===== config.mk =====
export PLATFORM = sky130hd
export DESIGN_NAME = port_out_uart_hex
export DESIGN_NICKNAME = d
export VERILOG_FILES = /design/src/rtl/port_uart_pkg.sv /design/src/rtl/uart_tx_byte.sv /design/src/rtl/port_out_uart_hex.sv
export SDC_FILE = /design/constraint.sdc
export NUM_CORES = 1
export LEC_CHECK = 0
export BUFFER_PORTS_ARGS = -buffer_cell sky130_fd_sc_hd__buf_2
export CORE_UTILIZATION = 35
export DETAILED_ROUTE_END_ITERATION = 8
export GPL_ROUTABILITY_DRIVEN = 0
export PLACE_DENSITY_LB_ADDON = 0.2
export SLEW_MARGIN = 20
export SYNTH_ARGS = -nofsm -noshare
export SYNTH_HDL_FRONTEND = slang
export SYNTH_SLANG_ARGS = --single-unit

===== constraint.sdc =====
create_clock -name clk -period 2.3 [get_ports clk]
set_clock_uncertainty 0.15 [all_clocks]
set_input_delay 0.345 -clock clk [delete_from_list [all_inputs] [get_ports clk]]
set_output_delay 0.345 -clock clk [all_outputs]
set_load 0.1 [all_outputs]

===== src/rtl/port_uart_pkg.sv =====
// Shared constants and helpers for the port_out_uart_hex block.
// FSM state encodings, the line-ending characters and the nibble-to-ASCII map.
package port_uart_pkg;

    // FSM state encodings (IDLE, LOAD, SEND, DONE)
    localparam logic [1:0] ST_IDLE = 2'd0;
    localparam logic [1:0] ST_LOAD = 2'd1;
    localparam logic [1:0] ST_SEND = 2'd2;
    localparam logic [1:0] ST_DONE = 2'd3;

    localparam logic [7:0] ASCII_CR = 8'h0D;
    localparam logic [7:0] ASCII_LF = 8'h0A;

    // Uppercase hex digit: 0-9 -> 0x30-0x39, A-F -> 0x41-0x46
    function automatic logic [7:0] nibble_to_ascii(input logic [3:0] nib);
        logic [7:0] r;
        if (nib < 4'd10) begin
            r = 8'h30 + {4'h0, nib};
        end else begin
            r = 8'h37 + {4'h0, nib};
        end
        return r;
    endfunction

endpackage


===== src/rtl/uart_tx_byte.sv =====
// Single-character UART transmitter: start bit, 8 data bits LSB first,
// optional even parity bit (macro PORT_UART_HEX_PARITY_EN), stop bit.
// ready is also high during the last cycle of the stop bit so a new
// character can start with no idle gap.
module uart_tx_byte #(
    parameter int BAUD_DIV = 434
) (
    input  logic       clk,
    input  logic       reset,
    input  logic       start,
    input  logic [7:0] byte_in,
    output logic       tx,
    output logic       ready
);

`ifdef PORT_UART_HEX_PARITY_EN
    localparam int FRAME_BITS = 11;
`else
    localparam int FRAME_BITS = 10;
`endif
    localparam int BW = $clog2(BAUD_DIV);
    localparam logic [BW-1:0] BAUD_LAST = BW'(BAUD_DIV - 1);
    localparam logic [3:0]    BIT_LAST  = 4'(FRAME_BITS - 1);

    logic                  active_q;
    logic [BW-1:0]         baud_q;
    logic [3:0]            bit_q;
    logic [FRAME_BITS-2:0] shift_q;
    logic                  tx_q;
    logic [FRAME_BITS-2:0] frame_s;
    logic                  last_tick_s;

    // Bits that follow the start bit, in transmission order (LSB first)
`ifdef PORT_UART_HEX_PARITY_EN
    assign frame_s = {1'b1, ^byte_in, byte_in};
`else
    assign frame_s = {1'b1, byte_in};
`endif

    assign last_tick_s = active_q && (baud_q == BAUD_LAST) && (bit_q == BIT_LAST);
    assign ready       = !active_q || last_tick_s;
    assign tx          = tx_q;

    // Baud timing, bit counting and shifting of the current frame
    always_ff @(posedge clk or posedge reset) begin
        if (reset) begin
            active_q <= 1'b0;
            baud_q   <= '0;
            bit_q    <= 4'd0;
            shift_q  <= '1;
            tx_q     <= 1'b1;
        end else if (start && ready) begin
            active_q <= 1'b1;
            baud_q   <= '0;
            bit_q    <= 4'd0;
            shift_q  <= frame_s;
            tx_q     <= 1'b0;
        end else if (active_q) begin
            if (baud_q == BAUD_LAST) begin
                baud_q <= '0;
                if (bit_q == BIT_LAST) begin
                    active_q <= 1'b0;
                    tx_q     <= 1'b1;
                end else begin
                    bit_q   <= bit_q + 4'd1;
                    tx_q    <= shift_q[0];
                    shift_q <= {1'b1, shift_q[FRAME_BITS-2:1]};
                end
            end else begin
                baud_q <= baud_q + BW'(1);
            end
        end else begin
            tx_q <= 1'b1;
        end
    end

endmodule


===== src/rtl/port_out_uart_hex.sv =====
// Watches the CPU output port and, on each change, sends its value as
// DATA_WIDTH/4 uppercase hex digits followed by CR LF over UART.
// DATA_WIDTH must be a multiple of 4. Optional even parity per character
// is enabled with the macro PORT_UART_HEX_PARITY_EN.
module port_out_uart_hex
    import port_uart_pkg::*;
#(
    parameter int BAUD_DIV   = 434,
    parameter int DATA_WIDTH = 32
) (
    input  logic                  clk,
    input  logic                  reset,
    input  logic [DATA_WIDTH-1:0] data_in,
    output logic                  tx,
    output logic                  busy,
    output logic                  frame_done
);

    localparam int NUM_DIGITS = DATA_WIDTH / 4;
    localparam int NUM_CHARS  = NUM_DIGITS + 2;
    localparam int IW         = $clog2(NUM_CHARS + 1);

    logic [1:0]            state_q, state_d;
    // Doubles as the message snapshot: it only changes when leaving IDLE
    logic [DATA_WIDTH-1:0] last_sent_q, last_sent_d;
    logic [IW-1:0]         char_idx_q, char_idx_d;
    logic                  busy_q, busy_d;
    logic                  frame_done_q, frame_done_d;

    logic                  start_s;
    logic                  ready_s;
    logic [3:0]            nib_s;
    logic [7:0]            char_s;

    uart_tx_byte #(
        .BAUD_DIV (BAUD_DIV)
    ) u_tx (
        .clk     (clk),
        .reset   (reset),
        .start   (start_s),
        .byte_in (char_s),
        .tx      (tx),
        .ready   (ready_s)
    );

    assign busy       = busy_q;
    assign frame_done = frame_done_q;

    // Select the nibble for the current character, most significant first
    always_comb begin
        nib_s = 4'h0;
        for (int i = 0; i < NUM_DIGITS; i++) begin
            if (char_idx_q == IW'(i)) begin
                nib_s = last_sent_q[4*(NUM_DIGITS-1-i) +: 4];
            end else begin
                nib_s = nib_s;
            end
        end
    end

    // Map the character index to a hex digit, CR or LF
    always_comb begin
        if (char_idx_q < IW'(NUM_DIGITS)) begin
            char_s = nibble_to_ascii(nib_s);
        end else if (char_idx_q == IW'(NUM_DIGITS)) begin
            char_s = ASCII_CR;
        end else begin
            char_s = ASCII_LF;
        end
    end

    // Message FSM: change detection, character sequencing, busy/done flags
    always_comb begin
        state_d      = state_q;
        last_sent_d  = last_sent_q;
        char_idx_d   = char_idx_q;
        busy_d       = busy_q;
        frame_done_d = frame_done_q;
        start_s      = 1'b0;
        case (state_q)
            ST_IDLE: begin
                if (data_in != last_sent_q) begin
                    last_sent_d = data_in;
                    char_idx_d  = '0;
                    busy_d      = 1'b1;
                    state_d     = ST_LOAD;
                end else begin
                    state_d = ST_IDLE;
                end
            end
            ST_LOAD: begin
                start_s    = 1'b1;
                char_idx_d = char_idx_q + IW'(1);
                state_d    = ST_SEND;
            end
            ST_SEND: begin
                if (ready_s) begin
                    if (char_idx_q == IW'(NUM_CHARS)) begin
                        busy_d       = 1'b0;
                        frame_done_d = 1'b1;
                        state_d      = ST_DONE;
                    end else begin
                        start_s    = 1'b1;
                        char_idx_d = char_idx_q + IW'(1);
                    end
                end else begin
                    state_d = ST_SEND;
                end
            end
            ST_DONE: begin
                frame_done_d = 1'b0;
                state_d      = ST_IDLE;
            end
            default: begin
                busy_d       = 1'b0;
                frame_done_d = 1'b0;
                state_d      = ST_IDLE;
            end
        endcase
    end

    // State registers
    always_ff @(posedge clk or posedge reset) begin
        if (reset) begin
            state_q      <= ST_IDLE;
            last_sent_q  <= '0;
            char_idx_q   <= '0;
            busy_q       <= 1'b0;
            frame_done_q <= 1'b0;
        end else begin
            state_q      <= state_d;
            last_sent_q  <= last_sent_d;
            char_idx_q   <= char_idx_d;
            busy_q       <= busy_d;
            frame_done_q <= frame_done_d;
        end
    end

endmodule


# After elaboration in Yosys (flattened, before gate mapping)
# Index checks and enable logic that the tools add are counted.
# W data, S select, Z words.
[word_totals]
out_inout_bits = 3
wordCells = 104
input_bits = 34
regBits = 64
[classes]
n_reduce_logical = 17
n_lt_le_gt_ge = 2
n_eq_ne = 22
add_sub_neg = 5
mux = 48
[op_table]
columns = ["cell", "count"]
rows = [
  ["$mux W9", 7],
  ["$mux W4", 15],
  ["$ne A32 B32 Y1", 1],
  ["$eq A4 B3 Y1 const B", 4],
  ["$mux W1", 16],
  ["$add A6 B4 Y7 const A", 2],
  ["$eq A4 B4 Y1 const B", 3],
  ["$pmux W4 S3", 1],
  ["$add A9 B1 Y9 const B", 1],
  ["$eq A9 B9 Y1 const B", 1],
  ["$add A4 B1 Y4 const B", 2],
  ["$eq A4 B2 Y1 const B", 2],
  ["$lt A4 B4 Y1 const B", 2],
  ["$mux W8", 1],
  ["$pmux W2 S4", 1],
  ["$reduce_and A4 Y1", 2],
  ["$reduce_bool A2 Y1", 4],
  ["$mux W7", 1],
  ["$ne A2 B2 Y1 const B", 3],
  ["$ne A3 B3 Y1 const B", 2],
  ["$pmux W1 S2", 3],
  ["$reduce_and A3 Y1", 2],
  ["$eq A2 B2 Y1 const B", 2],
  ["$eq A4 B1 Y1 const B", 1],
  ["11 further kinds", 15],
]

# Logic depth before layout (Yosys ltp)
# Gate-level depths: netlist of run 1.
[depth]
depth_word = 13
ltp_mapped = 11
mapped_depth_nobuf = 10

# Modules after synthesis
# Synthesis of run 1 repeated with hierarchy kept, for this count alone.
[hier_totals]
hier_cells = 374
area_unflattened_um2 = 3897.5
[modules_own_cells]
columns = ["mod", "cells_each", "seq_area_each_um2", "area_each_um2", "instances"]
rows = [
  ["port_out_uart_hex", 258, 1001.0, 2633.8, 1],
  ["uart_tx_byte", 116, 586.8, 1263.7, 1],
]

# Worst setup path before layout of run 1
# Ideal clock, no wire load.
[synth_path]
path_type = "reg-to-reg"
startpoint = "reg char_idx_q[0]"
endpoint = "reg u_tx.shift_q[2]"
period_less_slack_ns = 2.558
stages_incl_launch_ff = 11
arrival_time_ns = 2.328
path_slack_ns = -0.258
n_path_buf = 1
required_ns = 2.069
setup_ns = 0.081
cell_sequence = "dfrtp_1 > inv_1 > ha_1 > buf_4 > nor3b_1 > a2111oi_0 > a21oi_1 > ha_1 > inv_1 > or4_1 > a32oi_1"
[synth_between]
elab_chain_len = 13
elab_cells_between_ends = 34
cone_classes = "2 x add/sub; 2 x order compare; 10 x eq/ne; 15 x mux; 5 x reduce/logical"
[synth_rtl]
columns = ["item", "line", "text"]
rows = [
  ["start, declared", "port_out_uart_hex.sv:26", "logic [IW-1:0] char_idx_q, char_idx_d;"],
  ["start signal, assigned", "port_out_uart_hex.sv:133", "char_idx_q <= char_idx_d;"],
  ["$logic_not A4 Y1", "port_out_uart_hex.sv:53", "if (char_idx_q == IW'(i)) begin"],
  ["$mux W4 (8 in series)", "port_out_uart_hex.sv:53", ""],
  ["$add A6 B4 Y7, or another cell as far along", "port_uart_pkg.sv:20", "r = 8'h37 + {4'h0, nib};"],
  ["$mux W7", "port_uart_pkg.sv:17", "if (nib < 4'd10) begin"],
  ["$mux W8", "port_out_uart_hex.sv:63", "if (char_idx_q < IW'(NUM_DIGITS)) begin"],
  ["$mux W9", "uart_tx_byte.sv:52", "end else if (start && ready) begin"],
  ["end signal, assigned", "uart_tx_byte.sv:56", "shift_q <= frame_s;"],
  ["end signal, assigned", "uart_tx_byte.sv:67", "shift_q <= {1'b1, shift_q[FRAME_BITS-2:1]};"],
  ["end, declared", "uart_tx_byte.sv:28", "logic [FRAME_BITS-2:0] shift_q;"],
]
# Parallel ways exist; a longest one is shown, timed or not.
# A chain may end at the register's enable or synchronous reset.

# Worst setup path after layout of run 1
# Ends and elaborated chain as after synthesis.

==> reports/qor.csv, run 1 <==
metric,value,unit
power.share.sequential,50.9,%
routed_via_density,5.09,
grt_pass1_wl,15800,um
synth-seq-cells,63,
die_width,107,um
fillCellCount,1009,
clk_latency,0.34,ns
synth-simple-area-share,17.5,%
min_period_over_period,109,%
worst_ep_required_time,2.42,ns
grt_usage,17.8,%
cts_buffers,9,
cts_buffer_depth,2,
fmax,398,MHz
wl_per_cell,15.8,um
syn_inst,385,
rsz0062_at_grt,true,
antenna_cells,0,
synth_fa_ha_area_share,4.21,%
crit_cells,9,
outcome,"complete, but fails checks",
fin_hold_ws,0.107,ns
io_buffers,36,
drive_gt1_share,39.1,%
start_util,35.8,%
pwr_density_cell,424,nW/um2
worstHoldPathCells,2,
p_sw,0.493,mW
r2r_cells,9,
cap_violations,0,
p_sw_share,22.6,%
setup_tns,-0.744,ns
first_pass_iters,6,
path_cells,inv_2 -> ha_2 -> nand2_1 -> o21ai_1 -> a32oi_2 -> or2_1 -> buf_4 -> or4_1 -> a32oi_1,
tightest_slew,0.493,ns
hpwl,6950,um
grt_max_degree,64,
synth_mux_area_share,10.6,%
synth-edff-count,0,
hold_viol,0,
leakage,2.38,nW
fin_ws,-0.214,ns
path_max_fanout,5,
end_kind,flop,
synth_compound_area_share,13.9,%
drt_iter0_drc,134,
vdd_drop_max,0.000314,V
synthXorXnorAreaFrac,7.70,%
wl,9970,um
io_pins,37,
synth-main-ff-cell,dfrtp_1,
remaining_drc_errors,0,
antenna_found_initial,0,
violations,negative setup slack,
clk_pin_slew_worst_paths,0.07,ns
dieArea,11500,um2
clock_sinks,63,
final_nets,535,
power_frac_comb,4.6,%
ctsHtreeMaxLevel,3,
rows,38,
dr_total_vias,3222,
syn2layout_area_growth,33.0,%
setup_viol,6,
period_minus_slack,2.51,ns
synth_top_family_by_area,simple AND/OR/NAND/NOR gates,
seq_area_frac_synth,41.1,%
ys.warnings.count,0,
cp_top_family,simple AND/OR/NAND/NOR gates,
synth.avg_cell_area,10.0,um2
cts_tree,built,
worstHoldPathType,input pin to flop,
syn-num-nets,432,
synth-async-reset-ratio,100,%
intPower,1.69,mW
slowest_delay,0.51,ns
synth_area,3870,um2
die_h,107,um
ant_nets,0,
slew_headroom,67.4,%
crit_type,flop to flop,
grt_pass1_vias,3266,
worst-path-buf-inv,2,
place_inst,603,
worst_path_max_delay_cell,or4_1,
grt_overflow,0,
core_region_area,10800,um2
ys_types,61,
critPathLaunchType,flop,
worst_ep_arrival_time,2.63,ns
fin_cells,633,
root_buffer,clkbuf_8,
drv_slew,0,
p_clk_share,44.5,%
==> registers in the layout, indices dropped and copies added, names as in the netlist <==
register / flops
busy: 1
char_idx_q: 4
frame_done: 1
last_sent_q: 32
state_q: 2
u_tx.active_q: 1
u_tx.baud_q: 9
u_tx.bit_q: 4
u_tx.shift_q: 8
u_tx.tx: 1
==> through the flow <==
stage	utilization, %	total power [mW]	cell area, um2	setup WS (ns)
floorplan	-	1.17	3900	-0.116
global placement	42.7	1.22	4610	-0.159
detailed placement	42.7	1.23	4610	-0.263
CTS	44.9	2.21	4840	-0.180
global route	47.7	2.27	5140	-0.347
finish	47.7	2.18	5140	-0.214
==> cells in the final DEF, fill, tap and decap left out, types with 5 or more instances in the layout <==
| cell | n |
|---|---|
| o21ai_0 | 23 |
| nand2b_1 | 7 |
| clkbuf_8 | 10 |
| nor2b_1 | 5 |
| mux2_4 | 32 |
| nand3b_1 | 5 |
| buf_4 | 64 |
| xnor2_1 | 30 |
| nand4_1 | 13 |
| nor3_1 | 7 |
| buf_2 | 36 |
| nand3_1 | 10 |
| a21oi_1 | 14 |
| dfrtp_1 | 51 |
| inv_1 | 14 |
| ha_1 | 8 |
| dfstp_2 | 9 |
| nor2_1 | 24 |
| nand2_1 | 30 |
==> cells in the mapped netlist, types with 4 or more instances <==
cell type  count  area (um2)
dfstp_2        9         236
clkbuf_1       4        15.0
and2_1         4        25.0
o22ai_1        4        25.0
nor2b_1        5        31.3
nand2_1       30         113
xnor2_1       32         280
nand3_1       10        50.1
mux2_2        11         124
nor2_1        24        90.1
nand3b_1       5        37.5
dfrtp_1       54        1350
buf_6          6        67.6
o21ai_0       26         130
mux2i_1        4        40.0
nand2b_1       7        43.8
a211oi_1       4        30.0
inv_1         17        63.8
nand4_1       13        81.3
a21oi_1       15        75.1
ha_1          13         163
mux2_1        22         248
nor3_1         7        35.0
buf_4          4        30.0
==> final timing paths <==
path                                             start                          end  slack, ns
setup reg to reg             char_idx_q[0]$_DFFE_PP0P_  u_tx.shift_q[2]$_DFFE_PP1P_      -0.21
hold / removal                              data_in[7]   last_sent_q[7]$_DFFE_PP0P_       0.11
hold reg to reg            u_tx.shift_q[7]$_DFFE_PP1P_  u_tx.shift_q[6]$_DFFE_PP1P_       0.34
max in group asynchronous                        reset          u_tx.tx$_DFFE_PP1P_       1.19
min in group asynchronous                        reset  last_sent_q[16]$_DFFE_PP0P_       0.45
setup / recovery             char_idx_q[0]$_DFFE_PP0P_  u_tx.shift_q[2]$_DFFE_PP1P_      -0.21
==> power groups by stage <==
stage | Clock [mW] | Sequential [mW] | Combinational (mW)
2_1_floorplan | 0 | 1.13 | 0.0436
3_3_place_gp | 0 | 1.13 | 0.0959
3_5_place_dp | 0 | 1.13 | 0.0975
4_1_cts | 1.00 | 1.11 | 0.0994
5_1_grt | 1.05 | 1.11 | 0.114
6_report | 0.969 | 1.11 | 0.101
==> logic make-up (layout without fill, tap and decap cells) <==
kind of cell / after synthesis / count (layout)
buffers and inverters: 34 / 142
muxes: 37 / 37
AOI/OAI and AO/OA: 78 / 78
and+or+nand+nor: 126 / 126
xor gates and xnor gates: 34 / 34
DFF: 63 / 63
adders and majority gates: 13 / 13
==> what timing repair did <==
action / 4_1_cts / 5_1_grt
buffers inserted: 2 / 8
hold buffers: 1 / 0
hold endpoints to repair: 54 / 0
gates resized for setup: 7 / 45
endpoints found under the setup margin: 35 / 42
pin swaps: 4 / 14
gates cloned: 0 / 3
==> routing by layer <==
layer	GRT usage, %	share of wire (%)
met1	22.2	46
met4	5.28	0.96
met2	30.5	50
met3	4.13	3.0
met5	0	0
==> area by class of cell <==
class                           instances  area [um2]  area share, %
Clock buffer                           13         149           2.89
Clock inverter                          3        42.5          0.827
Inverter                               17        63.8           1.24
Multi-Input combinational cell        288        2290           44.5
Sequential cell                        63        1590           30.9
Tap cell                              140         175           3.41
Timing Repair Buffer                  109         831           16.2
==> worst register-to-register path, cell delays in order, from the launching register on <==
cell,delay [ns]
dfrtp_2,0.45
inv_2,0.11
ha_2,0.25
nand2_1,0.08
o21ai_1,0.17
a32oi_2,0.14
or2_1,0.25
buf_4,0.14
or4_1,0.51
a32oi_1,0.21
Note: power is estimated with default switching activity, not from simulation.
==> inputs of run 2 (changes only) <==
SETUP_SLACK_MARGIN = 0.1   (was unset)
==> run 2 against run 1 <==
Against the previous run:
- the flow still finishes with violations (negative setup slack)
- clock power rose by 15%
- final area grew 8.4%
- combinational power hardly changed
- sequential share of layout area decreased by 2.4 points
- non-clock buffer count grew 26
- die area stayed put
- flip-flop and latch count unchanged
==> reports/qor.csv, run 2 (synthesis results as in run 1) <==
metric,value,unit,change
outcome,"complete, but fails checks",,
violations,negative setup slack,,
fmax,395,MHz,-0.77%
tightest_slew,0.495,ns,+0.00196 ns
r2r_start,char_idx_q[1]$_DFFE_PP0P_,,
r2r_end,u_tx.shift_q[2]$_DFFE_PP1P_,,
reg_top3,"last_sent_q: 32 flops, u_tx.baud_q: 9 flops, u_tx.shift_q: 8 flops",,
first_pass_iters,4,,-2
pwr_density_cell,416,nW/um2,-1.8%
setup_viol,5,,-1
fin_hold_ws,0.0944,ns,-0.0123 ns
wl,10500,um,+5.5%
cts_buffers,9,,unchanged
cts_buffer_depth,2,,unchanged
grt_max_degree,64,,unchanged
min_period_over_period,110,%,+0.85 points
cp-startpoint,char_idx_q[1]$_DFFE_PP0P_,,
clk_pin_slew_worst_paths,0.08,ns,about the same
die_h,107,um,unchanged
r2r_cells,11,,+2
dpl_cell_area,4610,um2,unchanged
r2r_slack,-0.23,ns,-0.02 ns
crit_path_end,u_tx.shift_q[2]$_DFFE_PP1P_,,
hpwl,6930,um,-0.29%
worstHoldPathType,input pin to flop,,
p_total,2.32,mW,+6.4%
path_cells,inv_4 -> ha_4 -> buf_12 -> buf_4 -> a211oi_2 -> o21ai_1 -> a21oi_2 -> ha_2 -> inv_2 -> or4_4 -> a32oi_2,,
syn2layout_area_growth,44.2,%,
vdd_drop_max,0.000317,V,+0.85%
dr_total_vias,3363,,+4.4%
worst_path_max_delay_cell,dfrtp_2,,
grt_pass1_vias,3339,,+2.2%
antenna_cells,0,,unchanged
final_cell_mix,"86 x buf_4, 50 x dfrtp_1, 36 x buf_2",,
clk_latency,0.36,ns,+0.02 ns
worst_ep_required_time,2.43,ns,about the same
hold_viol,0,,unchanged
p_sw_share,22.5,%,-0.11 points
ant_nets,0,,unchanged
fillCellCount,960,,-4.9%
path_max_fanout,7,,+2
io_buffers,36,,unchanged
dieArea,11500,um2,unchanged
intPower,1.80,mW,+6.6%
grt_overflow,0,,unchanged
largest_reg_flops,32,,unchanged
leakage,2.55,nW,+7.4%
io_pins,37,,unchanged
slew_headroom,67.3,%,-0.13 points
cts_tree,built,,
clock_sinks,63,,unchanged
grt_usage,18.4,%,+0.56 points
crit_type,flop to flop,,
worstHoldPathCells,2,,unchanged
ctsHtreeMaxLevel,3,,unchanged
slowest_delay,0.45,ns,-0.06 ns
mostFrequentLayoutCell,buf_4,,
top_register,last_sent_q,,
p_sw,0.523,mW,+5.9%
grt_pass1_wl,16400,um,+3.6%
fin_ws,-0.234,ns,-0.0196 ns
start_util,35.8,%,unchanged
wl_per_cell,16.0,um,+1.4%
core_region_area,10800,um2,unchanged
critPathLaunchType,flop,,
final_nets,561,,+4.9%
rsz0062_at_grt,true,,
final_util,51.7,%,+4.0 points
period_minus_slack,2.53,ns,+0.0196 ns
drv_slew,0,,unchanged
power_frac_comb,4.5,%,about the same
remaining_drc_errors,0,,unchanged
cap_violations,0,,unchanged
root_buffer,clkbuf_8,,
drt_iter0_drc,162,,+21%
pre_cts_slack,-0.223,ns,+0.0399 ns
power.share.sequential,47.8,%,-3.1 points
worst_ep_arrival_time,2.67,ns,+0.04 ns
place_inst,603,,unchanged
drive_gt1_share,47.6,%,+8.4 points
die_width,107,um,unchanged
routed_via_density,5.10,,+0.26%
rows,38,,unchanged
final_cell_area,5580,um2,+8.4%
fin_cells,659,,+4.1%
end_kind,flop,,
p_clk_share,47.8,%,+3.3 points
setup_tns,-0.620,ns,+0.123 ns
antenna_found_initial,0,,unchanged
-- run 2: changes by cell type in the layout (fill, tap and decap cells not counted), sizes merged --
| cell | change |
|---|---|
| clkinv | +1 |
| buf | +26 |
| bufinv | +1 |
| clkbuf | -2 |
-- run 2: layer usage --
layer  global-route usage (%)  vias up  wire [um]
met1                     23.5     1642       4790
met5                        0        -          0
met4                     5.77        0        150
met2                     30.6       66       5260
li1                         -     1643          -
met3                     4.13       12        319
-- run 2: how the worst min path moves through the flow --
stage	startpoint	endpoint	slack, ns
after floorplan	u_tx.baud_q[8]$_DFFE_PP0P_	u_tx.baud_q[8]$_DFFE_PP0P_	0.30
after global placement	reset	last_sent_q[16]$_DFFE_PP0P_	0.29
after detailed placement	reset	last_sent_q[16]$_DFFE_PP0P_	0.30
after CTS	data_in[21]	last_sent_q[21]$_DFFE_PP0P_	0.06
after global routing	data_in[20]	last_sent_q[20]$_DFFE_PP0P_	0.09
final	data_in[29]	last_sent_q[29]$_DFFE_PP0P_	0.09
-- run 2: final cells by class --
cell class / instances / area (um2) / area share [%]
clock inverters: 5 / 81.3 / 1.46
well taps: 140 / 175 / 3.14
multi-input cells: 288 / 2460 / 44.2
flip-flops and latches: 63 / 1590 / 28.6
clock buffers: 11 / 141 / 2.54
repair buffers: 135 / 1050 / 18.9
inverters: 17 / 68.8 / 1.23
-- run 2: worst max-delay path, delay by kind of cell (launching register included) --
family,cells,cell delay [ns]
flip-flops,1,0.45
AND/OR/NAND/NOR,1,0.41
buffers and inverters,4,0.39
adder cells (fa/ha/maj),2,0.40
AO/OA/AOI/OAI,4,0.67
-- run 2: power groups by stage --
stage / clock [mW] / combinational, mW / sequential (mW)
final: 1.11 / 0.104 / 1.11
after global routing: 1.17 / 0.116 / 1.11
after CTS: 1.13 / 0.100 / 1.11
after detailed placement: 0 / 0.0976 / 1.13
after global placement: 0 / 0.0958 / 1.13
after floorplan: 0 / 0.0436 / 1.13
-- run 2: what timing repair did --
item	4_1_cts	5_1_grt
pin swaps	14	33
hold endpoints to repair	54	0
setup endpoints to repair	39	49
buffers inserted	10	26
gates resized for setup	28	71
cloned	1	2
hold buffers	1	0
==> inputs of run 3 (changes only) <==
MAX_ROUTING_LAYER = met4   (was unset)
==> run 3 against run 2 <==
Against the previous run:
- the run still ends with negative setup slack left
- routed wire length is 0.46% higher
- total power about the same
- global-route usage up 0.52 points
- register-to-register slack barely moved
- combinational power hardly changed
- flip-flop and latch count did not move
- die area stayed put
- clock-buffer cell count did not move
- utilization shrank 0.070 points
- cell count did not move
- critical path type unchanged
- largest cell class unchanged
- largest power group unchanged
==> reports/qor.csv, run 3 (synthesis results as in run 1) <==
metric,value,unit,change
outcome,"complete, but fails checks",,
violations,negative setup slack,,
wl_per_cell,16.0,um,+0.46%
setup_viol,5,,unchanged
critPathLaunchType,flop,,
cap_violations,0,,unchanged
r2r_end,u_tx.shift_q[2]$_DFFE_PP1P_,,
r2r_start,char_idx_q[1]$_DFFE_PP0P_,,
min_period_over_period,110,%,-0.34 points
tightest_slew,0.494,ns,-0.000382 ns
crit_path_end,u_tx.shift_q[2]$_DFFE_PP1P_,,
fin_ws,-0.226,ns,+0.00784 ns
wl,10600,um,+0.46%
crit_type,flop to flop,,
die_h,107,um,unchanged
rows,38,,unchanged
grt_usage,18.9,%,+0.52 points
die_width,107,um,unchanged
cts_buffers,9,,unchanged
worst_ep_arrival_time,2.66,ns,about the same
fin_cells,659,,unchanged
first_pass_iters,5,,+1
final_nets,561,,unchanged
root_buffer,clkbuf_8,,
p_sw_share,22.5,%,about the same
path_max_fanout,7,,unchanged
top_register,last_sent_q,,
place_inst,603,,unchanged
clk_latency,0.35,ns,about the same
period_minus_slack,2.53,ns,-0.00784 ns
p_clk_share,47.8,%,about the same
reg_top3,"last_sent_q: 32 flops, u_tx.baud_q: 9 flops, u_tx.shift_q: 8 flops",,
leakage,2.55,nW,-0.17%
power.share.sequential,47.8,%,about the same
fmax,396,MHz,+0.31%
power_frac_comb,4.5,%,about the same
ctsHtreeMaxLevel,3,,unchanged
clk_pin_slew_worst_paths,0.08,ns,about the same
end_kind,flop,,
final_cell_mix,"87 x buf_4, 50 x dfrtp_1, 36 x buf_2",,
rsz0062_at_grt,true,,
io_buffers,36,,unchanged
grt_max_degree,64,,unchanged
pre_cts_slack,-0.223,ns,unchanged
p_total,2.32,mW,about the same
min_from,data_in[21],,
mostFrequentLayoutCell,buf_4,,
remaining_drc_errors,0,,unchanged
cts_buffer_depth,2,,unchanged
pwr_density_cell,416,nW/um2,+0.15%
final_util,51.6,%,-0.070 points
vdd_drop_max,0.000316,V,-0.17%
hpwl,6930,um,unchanged
ant_nets,0,,unchanged
intPower,1.80,mW,about the same
dr_total_vias,3394,,+0.92%
grt_pass1_wl,16400,um,about the same
antenna_found_initial,0,,unchanged
worstHoldPathType,input pin to flop,,
dieArea,11500,um2,unchanged
fin_hold_ws,0.0960,ns,+0.00160 ns
core_region_area,10800,um2,unchanged
slowest_delay,0.45,ns,about the same
slew_headroom,67.3,%,about the same
clock_sinks,63,,unchanged
grt_pass1_vias,3340,,+0.030%
grt_overflow,0,,unchanged
drt_iter0_drc,164,,+1.2%
p_sw,0.523,mW,about the same
r2r_cells,11,,unchanged
drive_gt1_share,47.4,%,-0.19 points
syn2layout_area_growth,44.0,%,
antenna_cells,0,,unchanged
routed_via_density,5.15,,+0.92%
worst_path_max_delay_cell,dfrtp_2,,
io_pins,37,,unchanged
cts_tree,built,,
cp-startpoint,char_idx_q[1]$_DFFE_PP0P_,,
start_util,35.8,%,unchanged
r2r_slack,-0.23,ns,about the same
worst_ep_required_time,2.43,ns,about the same
path_cells,inv_4 -> ha_4 -> buf_12 -> buf_4 -> a211oi_2 -> o21ai_1 -> a21oi_2 -> ha_2 -> inv_2 -> or4_4 -> a32oi_2,,
hold_viol,0,,unchanged
largest_reg_flops,32,,unchanged
drv_slew,0,,unchanged
==> run 3: cell counts in the layout (fill, tap and decap cells not counted) <==
Identical to the previous run, type by type.
==> run 3: stage by stage <==
| stage | cell area (um2) | TNS [ns] |
|---|---|---|
| 2_1_floorplan | 3900 | -0.148 |
| 3_3_place_gp | 4610 | -0.483 |
| 3_5_place_dp | 4610 | -0.792 |
| 4_1_cts | 5050 | -0.381 |
| 5_1_grt | 5570 | -1.76 |
| 6_report | 5570 | -0.609 |
==> run 3: power by group through the flow <==
| stage | combinational [mW] | clock [mW] | sequential, mW |
|---|---|---|---|
| 2_1_floorplan | 0.0436 | 0 | 1.13 |
| 3_3_place_gp | 0.0958 | 0 | 1.13 |
| 3_5_place_dp | 0.0976 | 0 | 1.13 |
| 4_1_cts | 0.100 | 1.13 | 1.11 |
| 5_1_grt | 0.116 | 1.17 | 1.11 |
| 6_report | 0.104 | 1.11 | 1.11 |
==> run 3: layer usage <==
metal / track usage (%) / share of wire (%) / vias up
met1: 23.6 / 46 / 1656
met2: 30.6 / 49 / 77
met3: 4.01 / 3.0 / 16
met5: - / 0 / -
li1: - / - / 1645
met4: 5.77 / 2.1 / 0
==> run 3: what timing repair did <==
item                                   CTS  global route
setup endpoints to repair               39            49
hold buffers                             1             0
pin swaps                               14            33
setup buffers                           10            26
cloned                                   1             2
endpoints found under the hold margin   54             0
gates resized for setup                 28            68
==> run 3: worst min path at each step <==
| stage | to | slack (ns) | cells past startpoint |
|---|---|---|---|
| 2_1_floorplan | u_tx.baud_q[8]$_DFFE_PP0P_ | 0.30 | 1 |
| 3_3_place_gp | last_sent_q[16]$_DFFE_PP0P_ | 0.29 | 3 |
| 3_5_place_dp | last_sent_q[16]$_DFFE_PP0P_ | 0.30 | 3 |
| 4_1_cts | last_sent_q[21]$_DFFE_PP0P_ | 0.06 | 2 |
| 5_1_grt | last_sent_q[20]$_DFFE_PP0P_ | 0.09 | 2 |
| 6_report | last_sent_q[21]$_DFFE_PP0P_ | 0.1 | 2 |
==> run 3: area by class of cell <==
type	count	area [um2]
multi-input cells	288	2460
inverters	17	68.8
clock inverters	5	81.3
clock buffers	11	141
flip-flops and latches	63	1590
fillers	962	5220
repair buffers	135	1050
well taps	140	175
==> run 3: critical path, delay by kind of cell, from the launching register on <==
kind / cells / cell delay [ns]
compound gates: 4 / 0.66
flops: 1 / 0.45
simple gates: 1 / 0.41
fa+ha+maj: 2 / 0.40
buf+inv: 4 / 0.39
